--- config.mk ---
export PLATFORM = sky130hd
export DESIGN_NAME = clk_reset_seq
export DESIGN_NICKNAME = d
export VERILOG_FILES = /design/src/rtl/clk_reset_seq.sv
export SDC_FILE = /design/constraint.sdc
export NUM_CORES = 1
export LEC_CHECK = 0
export CORE_MARGIN = 2
export CORE_UTILIZATION = 48
export CTS_CLUSTER_DIAMETER = 60
export DETAILED_ROUTE_END_ITERATION = 10
export MAX_ROUTING_LAYER = met4
export PLACE_DENSITY = 0.75
export SYNTH_ARGS = -nofsm -noshare
export SYNTH_HDL_FRONTEND = slang
export SYNTH_SLANG_ARGS = --single-unit
--- constraint.sdc ---
create_clock -name clk -period 2.1 [get_ports clk]
set_input_delay 0.42 -clock clk [delete_from_list [all_inputs] [get_ports clk]]
set_output_delay 0.42 -clock clk [all_outputs]
set_load 0.005 [all_outputs]
--- src/rtl/clk_reset_seq.sv ---
`default_nettype none
// ============================================================================
// Module   : clk_reset_seq
// Purpose  : Reset sequencer for downstream logic. Stretches the master reset,
//            waits a settle window, then enters RUN. In RUN it provides a
//            programmable periodic tick strobe and a saturating cycle counter.
// Revision : 1.0 - initial release
// ----------------------------------------------------------------------------
// Ports
//   clk          in   clock from the clock generator
//   reset        in   synchronous active-high master reset (highest priority)
//   soft_rst_req in   synchronous request to re-run the reset sequence
//   tick_en      in   enables the tick divider while in RUN
//   div          in   tick divisor, tick period = div+1 enabled RUN cycles
//   rst_out      out  stretched synchronous reset, active-high
//   ready        out  high only in RUN
//   tick         out  one-cycle strobe every div+1 enabled RUN cycles
//   cycle_count  out  RUN cycles elapsed, saturating at all-ones
// ============================================================================
module clk_reset_seq #(
    parameter int RST_CYCLES    = 16,
    parameter int SETTLE_CYCLES = 2,
    parameter int DIV_W         = 8,
    parameter int CNT_W         = 32
) (
    input  logic             clk,
    input  logic             reset,
    input  logic             soft_rst_req,
    input  logic             tick_en,
    input  logic [DIV_W-1:0] div,
    output logic             rst_out,
    output logic             ready,
    output logic             tick,
    output logic [CNT_W-1:0] cycle_count
);

    // Counter widths: enough bits to hold 0..PARAM-1, never narrower than 1.
    localparam int HOLD_W   = (RST_CYCLES    > 1) ? $clog2(RST_CYCLES)    : 1;
    localparam int SETTLE_W = (SETTLE_CYCLES > 1) ? $clog2(SETTLE_CYCLES) : 1;

    localparam logic [HOLD_W-1:0]   c_HOLD_LAST   = HOLD_W'(RST_CYCLES - 1);
    localparam logic [SETTLE_W-1:0] c_SETTLE_LAST = SETTLE_W'(SETTLE_CYCLES - 1);
    localparam logic [CNT_W-1:0]    c_CNT_MAX     = {CNT_W{1'b1}};

    typedef enum logic [1:0] {
        S_HOLD   = 2'd0,
        S_SETTLE = 2'd1,
        S_RUN    = 2'd2
    } state_t;

    state_t              r_state;
    logic [HOLD_W-1:0]   r_hold_cnt;
    logic [SETTLE_W-1:0] r_settle_cnt;
    logic [DIV_W-1:0]    r_div_cnt;
    logic [DIV_W-1:0]    r_div_q;

    always_ff @(posedge clk) begin
        if (reset) begin
            r_state      <= S_HOLD;
            r_hold_cnt   <= '0;
            r_settle_cnt <= '0;
            r_div_cnt    <= '0;
            r_div_q      <= '0;
            rst_out      <= 1'b1;
            ready        <= 1'b0;
            tick         <= 1'b0;
            cycle_count  <= '0;
        end else if (soft_rst_req) begin
            // Restart the stretch from zero in any state; in HOLD this simply
            // extends the reset. A coincident tick boundary is suppressed.
            r_state      <= S_HOLD;
            r_hold_cnt   <= '0;
            r_settle_cnt <= '0;
            rst_out      <= 1'b1;
            ready        <= 1'b0;
            tick         <= 1'b0;
            cycle_count  <= '0;
        end else begin
            tick <= 1'b0;
            case (r_state)
                S_HOLD: begin
                    rst_out <= 1'b1;
                    ready   <= 1'b0;
                    if (r_hold_cnt == c_HOLD_LAST) begin
                        r_state      <= S_SETTLE;
                        r_hold_cnt   <= '0;
                        r_settle_cnt <= '0;
                        rst_out      <= 1'b0;
                    end else begin
                        r_hold_cnt <= r_hold_cnt + 1'b1;
                    end
                end

                S_SETTLE: begin
                    rst_out <= 1'b0;
                    ready   <= 1'b0;
                    if (r_settle_cnt == c_SETTLE_LAST) begin
                        r_state      <= S_RUN;
                        r_settle_cnt <= '0;
                        r_div_q      <= div;
                        r_div_cnt    <= '0;
                        ready        <= 1'b1;
                    end else begin
                        r_settle_cnt <= r_settle_cnt + 1'b1;
                    end
                end

                S_RUN: begin
                    rst_out <= 1'b0;
                    ready   <= 1'b1;
                    if (cycle_count != c_CNT_MAX) begin
                        cycle_count <= cycle_count + 1'b1;
                    end
                    // Divisor is re-sampled only at a tick boundary so a new
                    // value never truncates or stretches the current period.
                    if (tick_en) begin
                        if (r_div_cnt == r_div_q) begin
                            tick      <= 1'b1;
                            r_div_cnt <= '0;
                            r_div_q   <= div;
                        end else begin
                            r_div_cnt <= r_div_cnt + 1'b1;
                        end
                    end
                end

                default: begin
                    r_state    <= S_HOLD;
                    r_hold_cnt <= '0;
                    rst_out    <= 1'b1;
                    ready      <= 1'b0;
                end
            endcase
        end
    end

endmodule
`default_nettype wire

==> results.sh <==
export IMPL_clockRootBuffer="clkbuf_8"
export IMPL_max_slew_margin_pct=70.2
export IMPL_die_w_um=83.0
export IMPL_place_gp_congestion=0.901
export IMPL_fin_crit_sh_pct=95.2
export IMPL_antenna_found_initial=0
export IMPL_yosysUniqueCellTypes=48
export IMPL_multi_input_area_mm2=0.00175
export IMPL_seq_area_mm2=0.00117
export IMPL_hp_start="r_div_q[0]"
export IMPL_layout_commonest_cell="dfxtp_1"
export IMPL_setup_worst_path_class="reg -> reg"
export IMPL_grt_max_degree=29
export IMPL_fillers=507
export IMPL_top_layer="met4"
export IMPL_path_clk_slew_ns=0.06
export IMPL_p_sw_mw=0.428
export IMPL_leakagePower_nw=1.33
export IMPL_cts_sinks=58
export IMPL_fmax_ghz=0.500
export IMPL_final_nets=442
export IMPL_final_core_util_pct=65.6
export IMPL_wl_mm=7.75
export IMPL_clk_latency_ns=0.33
export IMPL_cp_end_kind="register"
export IMPL_place_hpwl_mm=5.34
export IMPL_die_h_um=83.0
export IMPL_via_count=2934
export IMPL_maxCapViolCount=0
export IMPL_maxSlewViolCount=0
export IMPL_power_share_combinational_pct=3.4
export IMPL_powerDensity_mw_per_mm2=508
export IMPL_port_buffers=46
export IMPL_hold_violations=0
export IMPL_swShare_pct=21.4
export IMPL_ioPinCount=47
export IMPL_wl_per_cell_um=15.5
export IMPL_synth_cell_area_mm2=0.00300
export IMPL_start_util_pct=50.0
export IMPL_ff2ff_setup_slack_ns=0.10
export IMPL_wl_met2_mm=3.62
export IMPL_worst_r2r_endpoint="cycle_count[24]"
export IMPL_hold_end="r_div_q[0]"
export IMPL_yosysWarningCount=0
export IMPL_wl_met1_mm=3.54
export IMPL_clockPowerShare_pct=41.3
export IMPL_async_flop_share_pct=0
export IMPL_total_power_mw=2.00
export IMPL_grt_pass1_wl_mm=12.8
export IMPL_ir_drop_uv=332
export IMPL_clock_path_buffers=2
export IMPL_r2r_start="cycle_count[14]"
export IMPL_track_usage_pct=23.0
export IMPL_p_int_mw=1.57
export IMPL_cts_buffers=9
export IMPL_netlist_instances=349
export IMPL_diodes=0
export IMPL_syn2layout_area_growth_pct=31.2
export IMPL_via_per_inst=5.88
export IMPL_drt_pass1_iterations=5
export IMPL_htreeDepth=3
export IMPL_mostFrequentLayoutCells="dfxtp_1 (53), clkdlybuf4s50_1 (46), buf_4 (30)"
export IMPL_power_frac_seq_pct=55.3
export IMPL_row_count=28
export IMPL_grt_pass1_vias=2711
export IMPL_cts_tree="yes"
export IMPL_route_detailed_drc=0
export IMPL_core_area_mm2=0.00599
export IMPL_seq_area_frac_synth_pct=38.7
export IMPL_overflow=0
export IMPL_outcome="complete, no violations"
export IMPL_skew_ns=0.00760
export IMPL_routed_wl_met3_um=503
export IMPL_ys_flop_type="dfxtp_1"
export IMPL_synth_fp_nets=368
export IMPL_ys_ff_latch=58
export IMPL_cp_arrival_ns=2.19
export IMPL_worst_pin_slew_ns=0.447
export IMPL_worstHoldPathType="reg -> reg"
export IMPL_critPathRequiredTime_ns=2.29
export IMPL_fin_crit_ns=2.00
export IMPL_start_kind="register"
export IMPL_synth_edff_count=0
export IMPL_finalSetupViolCount=0
export IMPL_worstRegToRegCells=4
export IMPL_antenna_left=0
export IMPL_hold_worst_slack_ns=0.487
export IMPL_synth_area_per_cell_um2=8.59
export IMPL_layout_drive_gt1_share_pct=17.2
export IMPL_worstHoldPathCells=2
export IMPL_drtIter0Drc=160
export IMPL_crit_fanout=5
export IMPL_fp_dieArea_mm2=0.00689
## layer usage
layer,vias up,track usage (%)
met5,-,-
met4,0,6.26
met3,10,5.57
met2,105,35.6
met1,1398,30.3
li1,1421,-
## cell families after synthesis
| kind of cell | count (synthesis) | synth area share (%) |
|---|---|---|
| DFF | 58 | 38.7 |
| muxes | 10 | 3.34 |
| buffers and inverters | 22 | 3.63 |
| xor gates and xnor gates | 18 | 5.26 |
| and+or+nand+nor | 161 | 31.1 |
| adders and majority gates | 7 | 2.92 |
| AOI/OAI and AO/OA | 73 | 14.9 |
## area by class of cell
cell class	count	area share [%]
Inverter	5	0.477
Multi-Input combinational cell	270	44.6
Clock buffer	11	3.60
Clock inverter	1	0.127
Sequential cell	58	29.7
Tap cell	75	2.39
Timing Repair Buffer	79	19.1
## synth_stat cells (9+ instances only)
| master | instances | area [um^2] |
|---|---|---|
| xnor2_1 | 11 | 96.3 |
| nand4_1 | 20 | 125 |
| o21a_1 | 9 | 67.6 |
| mux2i_1 | 10 | 100 |
| nand2_1 | 24 | 90.1 |
| nor2_1 | 23 | 86.3 |
| nand2b_1 | 16 | 100 |
| o21ai_0 | 16 | 80.1 |
| clkbuf_1 | 13 | 48.8 |
| or3_1 | 10 | 62.6 |
| a21oi_1 | 25 | 125 |
| dfxtp_1 | 58 | 1160 |
| nand3_1 | 17 | 85.1 |
## sequential cells by signal, indices dropped and copies added, names as in the netlist
| signal | cells |
|---|---|
| tick | 1 |
| r_settle_cnt | 1 |
| rst_out | 1 |
| cycle_count | 32 |
| ready | 1 |
| r_div_cnt | 8 |
| r_state | 2 |
| r_hold_cnt | 4 |
| r_div_q | 8 |
## power by group through the flow
stage          clock [mW]  sequential (mW)  combinational (mW)
2_1_floorplan           0             1.13              0.0303
6_report            0.825             1.10              0.0684
3_3_place_gp            0             1.13              0.0675
3_5_place_dp            0             1.13              0.0686
4_1_cts             0.841             1.10              0.0688
5_1_grt             0.889             1.10              0.0742
## worst max-delay path by stage
| stage | from | slack (ns) | cells after the start | to |
|---|---|---|---|---|
| final | cycle_count[14] | 0.10 | 4 | cycle_count[24] |
| after floorplan | cycle_count[8] | 0.08 | 7 | cycle_count[31] |
| after global placement | soft_rst_req | 0.13 | 6 | r_div_cnt[0] |
| after detailed placement | soft_rst_req | 0.09 | 6 | r_div_cnt[2] |
| after CTS | cycle_count[10] | 0.08 | 4 | cycle_count[22] |
| after global routing | cycle_count[14] | -0.004 | 6 | cycle_count[3] |
## per-stage QoR
step | setup TNS, ns | cell area, um^2 | cells | worst slack (ns)
final | 0 | 3930 | 499 | 0.100
after global routing | -0.00698 | 3930 | 499 | -0.00389
after CTS | 0 | 3860 | 496 | 0.0752
after detailed placement | 0 | 3720 | 484 | 0.0909
after global placement | 0 | 3720 | 484 | 0.134
after floorplan | 0 | 3000 | 349 | 0.0774
## timing repair
| item | in CTS | in global routing |
|---|---|---|
| hold endpoints to repair | 0 | 0 |
| setup buffers | 0 | 1 |
| hold buffers | 0 | 0 |
| gates resized for setup | 0 | 9 |
| setup endpoints to repair | 0 | 11 |
## worst max-delay path, cell delays in order (launching register included)
cell and delay [ns]:
dfxtp_1 0.34, nand4_1 0.20, or4_2 0.80, o311ai_0 0.38, o41ai_1 0.14
Power figures use the tool's default switching activity.
